### src/rtl/toy_pack.sv
// Shared constants and types for the fetch-path memory arbiter.
package toy_pack;

    localparam int FETCH_DATA_WIDTH        = 32;
    localparam int ICACHE_REQ_OPCODE_WIDTH = 2;
    localparam int MSHR_ENTRY_INDEX_WIDTH  = 2;
    localparam int ROB_ENTRY_ID_WIDTH      = 3;

    localparam int FETCH_ARB_MAX_OUTSTANDING = 4;
    localparam int FETCH_ARB_STARVE_LIMIT    = 3;

    // Which requester issued a fetch memory transaction.
    typedef enum logic {
        FETCH_SRC_DMD = 1'b0,
        FETCH_SRC_PF  = 1'b1
    } fetch_src_e;

endpackage

### src/rtl/toy_fetch_src_fifo.sv
// In-order record of which requester owns each outstanding fetch
// memory transaction. Pointers carry a wrap bit so full and empty are
// distinguishable without a separate counter.
module toy_fetch_src_fifo
    import toy_pack::*;
#(
    parameter int DEPTH = FETCH_ARB_MAX_OUTSTANDING
) (
    input  logic       clk,
    input  logic       rst,
    input  logic       push,
    input  fetch_src_e push_src,
    input  logic       pop,
    output logic       full,
    output logic       empty,
    output fetch_src_e head
);

    localparam int AW = $clog2(DEPTH);

    logic [AW:0] wr_ptr;
    logic [AW:0] rd_ptr;
    fetch_src_e  mem [DEPTH];

    logic do_push;
    logic do_pop;

    assign do_push = push & ~full;
    assign do_pop  = pop & ~empty;

    assign empty = (wr_ptr == rd_ptr);
    assign full  = (wr_ptr[AW] != rd_ptr[AW]) && (wr_ptr[AW-1:0] == rd_ptr[AW-1:0]);
    assign head  = mem[rd_ptr[AW-1:0]];

    // Advance the read and write pointers on accepted push/pop.
    always_ff @(posedge clk or posedge rst) begin
        // NOTE: sequential state uses <= so every flop samples pre-edge values regardless of statement order.
        if (rst) begin
            wr_ptr <= '0;
            rd_ptr <= '0;
        end else begin
            if (do_push) wr_ptr <= wr_ptr + 1'b1;
            if (do_pop)  rd_ptr <= rd_ptr + 1'b1;
        end
    end

    // Capture the issuing source into the storage array.
    always_ff @(posedge clk) begin
        // NOTE: storage is left unreset; the pointers alone decide which entries are meaningful.
        if (do_push) mem[wr_ptr[AW-1:0]] <= push_src;
    end

endmodule

### src/rtl/toy_fetch_mem_arb.sv
// Shares the fetch memory request/ack port between the demand (icache
// refill) and prefetch requesters. Demand has priority unless prefetch
// has waited through STARVE_LIMIT demand grants. A stalled grant is
// locked until it transfers, issue is capped at MAX_OUTSTANDING, and
// in-order acks are steered back using a source FIFO.
module toy_fetch_mem_arb
    import toy_pack::*;
#(
    parameter int ADDR_WIDTH      = 32,
    parameter int DATA_WIDTH      = FETCH_DATA_WIDTH,
    parameter int ID_WIDTH        = 1 + ICACHE_REQ_OPCODE_WIDTH + MSHR_ENTRY_INDEX_WIDTH + ROB_ENTRY_ID_WIDTH,
    parameter int MAX_OUTSTANDING = FETCH_ARB_MAX_OUTSTANDING,
    parameter int STARVE_LIMIT    = FETCH_ARB_STARVE_LIMIT
) (
    input  logic                               clk,
    input  logic                               rst,

    input  logic                               dmd_req_vld,
    output logic                               dmd_req_rdy,
    input  logic [ADDR_WIDTH-1:0]              dmd_req_addr,
    input  logic [ID_WIDTH-1:0]                dmd_req_entry_id,

    input  logic                               pf_req_vld,
    output logic                               pf_req_rdy,
    input  logic [ADDR_WIDTH-1:0]              pf_req_addr,
    input  logic [ID_WIDTH-1:0]                pf_req_entry_id,

    output logic                               dmd_ack_vld,
    input  logic                               dmd_ack_rdy,
    output logic [DATA_WIDTH-1:0]              dmd_ack_data,
    output logic [ID_WIDTH-1:0]                dmd_ack_entry_id,

    output logic                               pf_ack_vld,
    input  logic                               pf_ack_rdy,
    output logic [DATA_WIDTH-1:0]              pf_ack_data,
    output logic [ID_WIDTH-1:0]                pf_ack_entry_id,

    output logic                               fetch_mem_req_vld,
    input  logic                               fetch_mem_req_rdy,
    output logic [ADDR_WIDTH-1:0]              fetch_mem_req_addr,
    output logic [ID_WIDTH-1:0]                fetch_mem_req_entry_id,

    input  logic                               fetch_mem_ack_vld,
    output logic                               fetch_mem_ack_rdy,
    input  logic [DATA_WIDTH-1:0]              fetch_mem_ack_data,
    input  logic [ID_WIDTH-1:0]                fetch_mem_ack_entry_id,

    output logic [$clog2(MAX_OUTSTANDING):0]   outstanding_cnt
);

    localparam int CW = $clog2(MAX_OUTSTANDING) + 1;
    localparam int SW = $clog2(STARVE_LIMIT + 1);

    logic          lock_vld;
    fetch_src_e    lock_src;
    logic [SW-1:0] starve_cnt;
    logic          starve_full;

    fetch_src_e    grant_src;
    logic          grant_vld;
    logic          slot_available;
    logic          req_xfer;
    logic          ack_xfer;

    logic          fifo_full;
    logic          fifo_empty;
    fetch_src_e    head_src;

    // Slot check uses only the registered count, so an ack never frees
    // a slot for an issue in the same cycle.
    assign slot_available = (outstanding_cnt < CW'(MAX_OUTSTANDING));
    assign starve_full    = (starve_cnt == SW'(STARVE_LIMIT));

    // Choose the granted requester: a held lock wins, then demand unless prefetch is starved.
    always_comb begin
        // NOTE: defaults first keep every path assigned, so no latch is inferred.
        grant_src = FETCH_SRC_DMD;
        grant_vld = 1'b0;
        if (lock_vld) begin
            grant_src = lock_src;
            grant_vld = (lock_src == FETCH_SRC_PF) ? pf_req_vld : dmd_req_vld;
        end else if (dmd_req_vld && !(starve_full && pf_req_vld)) begin
            grant_src = FETCH_SRC_DMD;
            grant_vld = 1'b1;
        end else if (pf_req_vld) begin
            grant_src = FETCH_SRC_PF;
            grant_vld = 1'b1;
        end
    end

    assign fetch_mem_req_vld      = grant_vld & slot_available;
    assign fetch_mem_req_addr     = (grant_src == FETCH_SRC_PF) ? pf_req_addr : dmd_req_addr;
    assign fetch_mem_req_entry_id = (grant_src == FETCH_SRC_PF) ? pf_req_entry_id : dmd_req_entry_id;

    assign dmd_req_rdy = grant_vld & (grant_src == FETCH_SRC_DMD) & fetch_mem_req_rdy & slot_available;
    assign pf_req_rdy  = grant_vld & (grant_src == FETCH_SRC_PF)  & fetch_mem_req_rdy & slot_available;

    assign req_xfer = fetch_mem_req_vld & fetch_mem_req_rdy;

    // Ack steering: the FIFO head names the owner; an ack with nothing
    // outstanding is refused and routed nowhere.
    assign dmd_ack_vld       = fetch_mem_ack_vld & ~fifo_empty & (head_src == FETCH_SRC_DMD);
    assign pf_ack_vld        = fetch_mem_ack_vld & ~fifo_empty & (head_src == FETCH_SRC_PF);
    assign fetch_mem_ack_rdy = ~fifo_empty & ((head_src == FETCH_SRC_PF) ? pf_ack_rdy : dmd_ack_rdy);
    assign ack_xfer          = fetch_mem_ack_vld & fetch_mem_ack_rdy;

    assign dmd_ack_data     = fetch_mem_ack_data;
    assign dmd_ack_entry_id = fetch_mem_ack_entry_id;
    assign pf_ack_data      = fetch_mem_ack_data;
    assign pf_ack_entry_id  = fetch_mem_ack_entry_id;

    toy_fetch_src_fifo #(
        .DEPTH (MAX_OUTSTANDING)
    ) u_src_fifo (
        .clk      (clk),
        .rst      (rst),
        .push     (req_xfer),
        .push_src (grant_src),
        .pop      (ack_xfer),
        .full     (fifo_full),
        .empty    (fifo_empty),
        .head     (head_src)
    );

    // Hold the grant while the memory port stalls a presented request.
    always_ff @(posedge clk or posedge rst) begin
        if (rst) begin
            lock_vld <= 1'b0;
            lock_src <= FETCH_SRC_DMD;
        end else begin
            lock_vld <= fetch_mem_req_vld & ~fetch_mem_req_rdy;
            if (fetch_mem_req_vld && !fetch_mem_req_rdy) lock_src <= grant_src;
        end
    end

    // Count demand grants that bypass a waiting prefetch.
    always_ff @(posedge clk or posedge rst) begin
        if (rst) begin
            starve_cnt <= '0;
        end else if (!pf_req_vld || (req_xfer && grant_src == FETCH_SRC_PF)) begin
            starve_cnt <= '0;
        end else if (req_xfer && grant_src == FETCH_SRC_DMD && !starve_full) begin
            starve_cnt <= starve_cnt + 1'b1;
        end
    end

    // Track in-flight transactions; simultaneous issue and ack cancel out.
    always_ff @(posedge clk or posedge rst) begin
        if (rst) begin
            outstanding_cnt <= '0;
        end else begin
            case ({req_xfer, ack_xfer})
                2'b10:   outstanding_cnt <= outstanding_cnt + 1'b1;
                2'b01:   outstanding_cnt <= outstanding_cnt - 1'b1;
                default: outstanding_cnt <= outstanding_cnt;
            endcase
        end
    end

    a_ack_without_req: assert property (@(posedge clk) disable iff (rst)
        !(fetch_mem_ack_vld && fifo_empty));

    a_fifo_overflow: assert property (@(posedge clk) disable iff (rst)
        !(req_xfer && fifo_full));

endmodule
### config.mk
export PLATFORM = sky130hd
export DESIGN_NAME = toy_fetch_mem_arb
export DESIGN_NICKNAME = d
export VERILOG_FILES = /design/src/rtl/toy_pack.sv /design/src/rtl/toy_fetch_src_fifo.sv /design/src/rtl/toy_fetch_mem_arb.sv
export SDC_FILE = /design/constraint.sdc
export NUM_CORES = 1
export LEC_CHECK = 0
export ABC_AREA = 1
export CAP_MARGIN = 15
export CORE_AREA = 2 2 101 103
export CTS_CLUSTER_DIAMETER = 100
export DETAILED_ROUTE_END_ITERATION = 8
export DIE_AREA = 0 0 103 105
export PLACE_DENSITY_LB_ADDON = 0.15
export SYNTH_ARGS = -nofsm -noshare
export SYNTH_HDL_FRONTEND = slang
export SYNTH_SLANG_ARGS = --single-unit
### constraint.sdc
create_clock -name clk -period 5.5 [get_ports clk]
set_clock_uncertainty 0.15 [all_clocks]
set_input_delay 1.375 -clock clk [delete_from_list [all_inputs] [get_ports clk]]
set_output_delay 1.375 -clock clk [all_outputs]
set_load 0.05 [all_outputs]
# Word level (Yosys, flattened, before mapping)
# Memory sizes are Yosys's and may differ from the RTL's.
# Cells that the tools add are included.
# Widths: inputs -> output; s select.
# totals
word_cells	68
out_inout_bits	129
memories	1
ff_bits	13
ram_bits	4
# op_classes
n_lt_le_gt_ge	1
eq_ne	6
reduce_logical	14
bitwise	21
add_sub_neg	5
muxes	14
# memory_table
memory	words	width	rd	rd_ports_with_merged_regs	wr	line	source
u_src_fifo.mem	4	1	1	0	1	toy_fetch_src_fifo.sv:23	fetch_src_e mem [DEPTH];
# ops
op	count
$mux 32	1
$and 1x1->1	16
$add 3x1->3 const B	3
$mux 1	9
$mux 8	1
$logic_and 1x1->1	7
$pmux 3 s2	1
$not 1->1	5
$eq 2x2->1 const B	2
$logic_not 1->1	4
$mux 2	2
$reduce_bool 2->1	2
$eq 3x3->1	1
$lt 3x3->1 const B	1
$sub 3x1->3 const B	1
$add 2x1->2 const B	1
$eq 2x1->1 const B	1
$eq 2x2->1	1
$logic_or 1x1->1	1
$ne 1x1->1	1

# Logic depth before layout (Yosys ltp)
# depth
word_depth	12
ltp_mapped	13
mapped_depth_nobuf	13

# Cells and area by module
# A second synthesis with hierarchy kept.
# unflattened
cells_unflattened	339
hier_area_um2	2172.1
# modules_own_cells
mod	area_each_um2	cells_per_inst	n_inst	seq_area_each_um2
toy_fetch_mem_arb	1557.7	267	1	175.2
toy_fetch_src_fifo	614.3	72	1	270.3

# Least setup slack after synthesis
# No wires, ideal clock.
# synth_path
path_kind	input to output
startpoint	input port pf_req_vld
endpoint	output port dmd_req_rdy
required_ns	3.975
slack_ns	1.514
cell_stages	6
arrival_ns	2.461
path_cell_list	inv_1 -> nor2_1 -> nand2_1 -> nand2_2 -> buf_4 -> nor2_1
# synth_via
elab_chain_len	9
# synth_rtl
element	line	source
start: declaration	toy_fetch_mem_arb.sv:23	input logic pf_req_vld,
$logic_and 1x1->1	toy_fetch_mem_arb.sv:82	end else if (dmd_req_vld && !(starve_full && pf_req_vld)) begin
$logic_not 1->1	toy_fetch_mem_arb.sv:82	
$logic_and 1x1->1	toy_fetch_mem_arb.sv:82	
$mux 1 (*)	toy_fetch_mem_arb.sv:82	
$mux 1 (*)	toy_fetch_mem_arb.sv:79	if (lock_vld) begin
net grant_src	toy_fetch_mem_arb.sv:59	fetch_src_e grant_src;
$not 1->1 (*)	toy_fetch_mem_arb.sv:95	assign dmd_req_rdy = grant_vld & (grant_src == FETCH_SRC_DMD) & fetch_mem_req_rdy & slot_available;
$and 1x1->1 (*) (3 in series)	toy_fetch_mem_arb.sv:95	
end: declaration	toy_fetch_mem_arb.sv:19	output logic dmd_req_rdy,
# Mark *: on every way through the listed nets, which the timed path passes. The rest lies on a longest branch.

# Final worst setup path
# layout_path
startpoint	input port pf_req_vld
endpoint	output port fetch_mem_req_addr[7]
# layout_via
elab_chain_len	6
# layout_rtl
element	line	source
$logic_and 1x1->1	toy_fetch_mem_arb.sv:82	
$logic_not 1->1	toy_fetch_mem_arb.sv:82	
$logic_and 1x1->1	toy_fetch_mem_arb.sv:82	
$mux 1 (*)	toy_fetch_mem_arb.sv:82	
$mux 1 (*)	toy_fetch_mem_arb.sv:79	
$mux 32 (*)	toy_fetch_mem_arb.sv:92	assign fetch_mem_req_addr = (grant_src == FETCH_SRC_PF) ? pf_req_addr : dmd_req_addr;
end: declaration	toy_fetch_mem_arb.sv:40	output logic [ADDR_WIDTH-1:0] fetch_mem_req_addr,
# Mark *: on every way between the ends. The rest lies on a longest branch, timed or not.

==> results.toml <==
[timing]
rsz0062_at_grt = "no"
setup_ws_ns = 0.7857
fin_crit_ns = 4.714
setup_viol = 0
timing.hold.ws_ns = 0.3446
tightest_slew_ns = 0.5194
max_slew_margin_pct = 65.33
max_freq_mhz = 212.1
hold_viol = 0
fin_crit_sh_pct = 85.71
setup-tns-final_ns = 0
drv_slew = 0

[die]
dieArea_um2 = 10820
initial_core_util_pct = 22.37
rows = 36
die_h_um = 105
die_w_um = 103
core-area_um2 = 9639
io-pin-count = 257

[clocking]
cts_buffers = 3
ctsResizeCount = 0
htreeDepth = 1
clock-sinks = 17
cts_tree = "built"
clk_pin_slew_ns = 0.07
clock_latency_ns = 0.25
root_buffer = "clkbuf_8"
post_cts_buffers = 0
clockBufferDepth = 2
hold_buffers = 0

[setup_path]
crit_path_end_kind = "primary output"
reg2reg_setup_slack_ns = 3.09
critPathCapture = "fetch_mem_req_addr[7]"
cp-start-kind = "input pin"
reg2reg_to = "outstanding_cnt[2]$_DFFE_PP0P_"
cp.required_ns = 3.97
path_class = "in2out"
r2r_cells = 13
arrival_ns = 3.19
cp_max_fo = 25
reg2reg_from = "u_src_fifo.rd_ptr[0]$_DFFE_PP0P_"
cp-startpoint = "pf_req_vld"

[grt]
grt_pass1_vias = 2058
grt_max_degree = 43
grt_pass1_wl_mm = 10.63
antenna_found_initial = 0
overflow = 0
grt.total_usage_pct = 12.73

[synth]
syn_inst = 331
seq_area_frac_synth_pct = 20.66
ys_ff_latch = 17
yosys_warnings = 0
synth_common_cells = "nand2_1 (149), buf_4 (84), inv_1 (22), dfrtp_1 (13)"
synthTopCellsByArea = "buf_4 (29%), nand2_1 (26%), dfrtp_1 (15%), edfxtp_1 (5.6%), ha_1 (4.1%)"
yosysMostFrequentCell = "nand2_1"
synth_cell_type_count = 26
synth_area_per_cell_um2 = 6.513
synth_flop_cell = "dfrtp_1"
synth_top_area_share_pct = 29.25
yosys.area.top_type = "buf_4"
synthArstFlopShare_pct = 76.47
synth-edff-count = 4
syn-cell-area_um2 = 2156
syn-num-nets = 467

[route]
avgViaCountPerCell = 3.846
vias = 1992
drt-total-wl_mm = 6.862
drt_iter0_markers = 72
drcViolationCount = 0
ant_nets = 0
wl_per_cell_um = 13.25
dr.pass1.iters = 4

[run]
maxCapViolations = 0

[finish]
synthToLayoutAreaGrowth_pct = 62.74
num_antenna_cells = 0
layout.nets = 522
fin_cells = 518
n_fill_cell = 1037
final_util_pct = 36.40
drive_gt1_share_pct = 15.06

[status]
outcome = "complete, no violations"

[power_and_ir_drop]
ir_drop_uv = 141.5
leakagePower_nw = 1.693
p_per_area_nw_per_um2 = 390.9

[place]
hpwl_mm = 5.831
pre_cts_ws_ns = 0.7616
placed_cells = 514
place_congestion = 0.7131
port_buffers = 136

[min_path]
hp-start = "outstanding_cnt[0]$_DFFE_PP0P_"
min_path_type = "reg2reg"
==> layer usage <==
metal  wire, µm  track usage [%]  up-vias  part of all wire (%)
met5          0                0        -                     0
met4        145            4.135        0                   2.1
met3        858            7.090       22                    13
met2       3355            20.55      102                    49
met1       2502            14.04      840                    36
li1           -                -     1028                     -
==> kinds of logic (layout without fill, tap and decap cells) <==
kind of cell    after synthesis  in the layout  share of synthesized area (%)
buf+inv                     111            165                          34.18
fa+ha+maj                     8              8                          4.991
compound gates               10             10                          3.134
xor+xnor                      8              8                          3.947
flops                        17             17                          20.66
simple gates                177            177                          33.08
==> power by group <==
part	switching [mW]	total (mW)	leakage, nW	internal (mW)
logic	0.607	1.05	1.47	0.445
clock network	0.0436	0.0951	0.0228	0.0514
registers	0.0500	0.224	0.201	0.174
==> cells in the final DEF (no fill, tap or decap), types with 3 or more instances in the layout <==
master,Yosys,routed
a21oi_1,3,3
buf_12,0,41
buf_4,84,3
clkbuf_8,0,3
clkdlybuf4s50_1,0,94
dfrtp_1,13,13
edfxtp_1,4,4
ha_1,7,7
inv_1,22,22
nand2_1,149,149
nand3_1,9,9
nor2_1,9,9
o21ai_0,4,4
xnor2_1,3,3
xor2_1,3,3
==> area by class of cell <==
type	count	area [µm²]	area share (%)
repair buffers	138	1784	50.86
well taps	133	166.4	4.743
flip-flops and latches	17	445.4	12.70
clock buffers	4	45.04	1.284
inverters	23	86.33	2.461
multi-input cells	203	980.9	27.96
==> state kept, by name, summed over array words and instances, names as in the netlist <==
name	flops
lock_vld	1
u_src_fifo.rd_ptr	3
u_src_fifo.wr_ptr	3
outstanding_cnt	3
u_src_fifo.mem	4
starve_cnt	2
lock_src	1
==> worst min path at each step <==
stage	endpoint	depth (start not counted)
4_1_cts	outstanding_cnt[0]$_DFFE_PP0P_	1
6_report	outstanding_cnt[0]$_DFFE_PP0P_	1
2_1_floorplan	starve_cnt[1]$_DFFE_PP0P_	2
3_5_place_dp	outstanding_cnt[0]$_DFFE_PP0P_	1
5_1_grt	outstanding_cnt[0]$_DFFE_PP0P_	1
3_3_place_gp	outstanding_cnt[0]$_DFFE_PP0P_	1
==> per-stage QoR <==
stage / area (µm²) / total power [mW]
global route: 3508 / 1.477
detailed placement: 3463 / 1.293
CTS: 3508 / 1.393
floorplan: 2156 / 0.9977
finish: 3508 / 1.372
global placement: 3463 / 1.288
==> worst max-delay path, stage by stage <==
cell and delay, ns:
clkdlybuf4s50_1 0.53, inv_1 0.07, nor2_1 0.20, nand2_1 0.10, nand2_2 0.35, buf_12 0.22
nand2_1 0.08, nand2_1 0.11, buf_12 0.14
No activity file was read; power rests on OpenSTA's default activity.
==> RTL change (same settings) <==
Reset style: synchronous (`rst`), changed in 4 clocked blocks.
--- a/src/rtl/toy_fetch_src_fifo.sv
+++ b/src/rtl/toy_fetch_src_fifo.sv
@@ -33,7 +33,7 @@
     assign head  = mem[rd_ptr[AW-1:0]];
 
     // Advance the read and write pointers on accepted push/pop.
-    always_ff @(posedge clk or posedge rst) begin
+    always_ff @(posedge clk) begin
         // NOTE: sequential state uses <= so every flop samples pre-edge values regardless of statement order.
         if (rst) begin
             wr_ptr <= '0;
--- a/src/rtl/toy_fetch_mem_arb.sv
+++ b/src/rtl/toy_fetch_mem_arb.sv
@@ -123,7 +123,7 @@
     );
 
     // Hold the grant while the memory port stalls a presented request.
-    always_ff @(posedge clk or posedge rst) begin
+    always_ff @(posedge clk) begin
         if (rst) begin
             lock_vld <= 1'b0;
             lock_src <= FETCH_SRC_DMD;
@@ -134,7 +134,7 @@
     end
 
     // Count demand grants that bypass a waiting prefetch.
-    always_ff @(posedge clk or posedge rst) begin
+    always_ff @(posedge clk) begin
         if (rst) begin
             starve_cnt <= '0;
         end else if (!pf_req_vld || (req_xfer && grant_src == FETCH_SRC_PF)) begin
@@ -145,7 +145,7 @@
     end
 
     // Track in-flight transactions; simultaneous issue and ack cancel out.
-    always_ff @(posedge clk or posedge rst) begin
+    always_ff @(posedge clk) begin
         if (rst) begin
             outstanding_cnt <= '0;
         end else begin
Function: differs if rst is asserted again (counterexample within 4 cycles, from zero or initial values and one cycle with rst high); with rst held inactive, the same outputs for 4 cycles.
==> RTL change against the unedited design <==
  * Via count up 7.1%
  * Setup slack improved by 0.089 ns
  * Routed wire length is essentially flat
  * Non-clock buffer count is the same
  * Sequential cell count up 2
  * Area after synthesis increased by 0.29%
  * Highest routed layer unchanged
  * Largest cell class unchanged
  * Design area shrank 14%
Power is not compared: it rests on default switching activity, and its combinational part moved more than twofold at a synthesized area within 25%.
==> RTL change: results (changes against the unedited design) <==
Slew @ Worst Pin=0.5031 ns (was 0.5194 ns); top post-synthesis cells by count=156 x nand2_1, 80 x buf_4, 26 x inv_1 (was 149 x nand2_1, 84 x buf_4, 22 x inv_1); Synth area leaders=buf_4 28%, nand2_1 27%, dfxtp_1 14%, edfxtp_1 5.6%, inv_1 4.5% (was buf_4 29%, nand2_1 26%, dfrtp_1 15%, edfxtp_1 5.6%, ha_1 4.1%); largest net degree at the start of global routing=43 (unchanged); EDFF count, synth=4 (unchanged); Final GP Congestion=0.8099 (was 0.7131); CTS Buf Count=3 (unchanged); FF-to-FF setup slack=3.01 ns (was 3.09 ns); top_reg_cell synth=dfxtp_1 (was dfrtp_1); Via Count=2134 (was 1992); Hold EP=lock_src$_SDFFE_PP0P_ (was outstanding_cnt[0]$_DFFE_PP0P_); average wire per cell in the routed design=12.61 um (was 13.25 um); Hold Startpoint=lock_src$_SDFFE_PP0P_ (was outstanding_cnt[0]$_DFFE_PP0P_); maximum root-to-sink buffer count=2 (unchanged); worst r2r src=u_src_fifo.wr_ptr[1]$_SDFFE_PP0N_ (was u_src_fifo.rd_ptr[0]$_DFFE_PP0P_); # fillers=1097 (was 1037); Starting DRT DRC Count=64 (was 72); Netlist cell types=21 (was 26); H-tree Lvls=1 (unchanged); detailed placer's ending HPWL=5728 um (was 5831 um); CTS root buf=clkbuf_8 (unchanged); initial antenna violation count=0 (unchanged); Min-Delay Path Depth=2 (was 1); # nets final=547 (was 522); global-route wire length before repair=10450 um (was 10630 um); Post-CTS Resized=0 (unchanged); crit path DAT=3.10 ns (was 3.19 ns); CP peak stage delay=0.86 ns (was 0.53 ns); Crit. Startpoint=dmd_req_vld (was pf_req_vld); crit-path max FO=3 (was 25); clock latency on the worst-skew pair=0.25 ns (about the same); IR Drop Worst-Case VDD=0.00008652 V; DRC=0 (unchanged); Post-CTS Setup Inserts=0 (unchanged); register area share after synthesis=19.44% (was 20.66%); All-Layer GR Usage=12.29% (was 12.73%); clock slew at reported path FFs=0.07 ns (about the same); Pleak=1.470 nW; Worst Hold Class=reg -> reg (unchanged); area post-placement=2984 um2 (was 3463 um2); DRT Pass-1 Iters=4 (unchanged); R2R depth=13 (unchanged); status=completed (unchanged); pre-CTS WS=0.8526 ns (was 0.7616 ns); Port-buffer cells=136 (unchanged); syn nets=492 (was 467); Crit-path slowest cell=clkdlybuf4s50_1 (unchanged); YS warnings=0 (unchanged); share of layout cells above drive strength 1=13.41% (was 15.06%); Async S/R FF share, synth=0% (was 76.47%); worst reg2reg path endpoint=outstanding_cnt[2]$_SDFFE_PP0P_ (was outstanding_cnt[2]$_DFFE_PP0P_)
RTL change: kinds of logic after synthesis:
family | after synthesis | synth area share (%)
AOI/OAI and AO/OA | 19 | 5.093
buffers and inverters | 117 | 34.66
and+or+nand+nor | 191 | 35.01
adders and majority gates | 8 | 4.977
DFF | 19 | 19.44
xor gates and xnor gates | 2 | 0.8103
RTL change: critical path: cells and delay by family:
kind,cells,cell delay [ns]
buffers and inverters,2,1.38
AO/OA/AOI/OAI,1,0.27
AND/OR/NAND/NOR,1,0.08
RTL change: per-layer routing:
| metal | global-route usage (%) | wire, um |
|---|---|---|
| met3 | 4.816 | 626 |
| met1 | 13.98 | 2676 |
| met4 | 2.914 | 119 |
| met5 | 0 | 0 |
| met2 | 21.29 | 3436 |
RTL change: final cells by class:
class,instances,area share [%]
repair buffers,138,42.74
multi-input cells,220,32.71
flip-flops and latches,19,13.86
well taps,133,5.487
inverters,29,3.589
clock buffers,3,1.361
clock inverters,1,0.1650
diodes,1,0.08251
RTL change: report_power, final:
group	internal (mW)	leakage (nW)	switching, mW
clock network	0.0503	0.0255	0.0472
registers	0.158	0.160	0.0122
logic	0.160	1.28	0.271
RTL change: worst max path at each step:
stage	slack (ns)	end	cells past startpoint
after global routing	0.76	fetch_mem_req_addr[24]	9
after CTS	0.85	fetch_mem_req_vld	4
final	0.87	fetch_mem_req_vld	4
after global placement	0.86	fetch_mem_req_vld	4
after detailed placement	0.85	fetch_mem_req_vld	4
after floorplan	1.60	fetch_mem_ack_rdy	4
RTL change: through the flow:
step	std cells	util [%]	hold slack (ns)
after CTS	543	31.44	0.3256
final	544	31.46	0.3250
after floorplan	356	-	0.2916
after global placement	539	30.96	0.3026
after detailed placement	539	30.96	0.3165
after global routing	543	31.44	0.3525
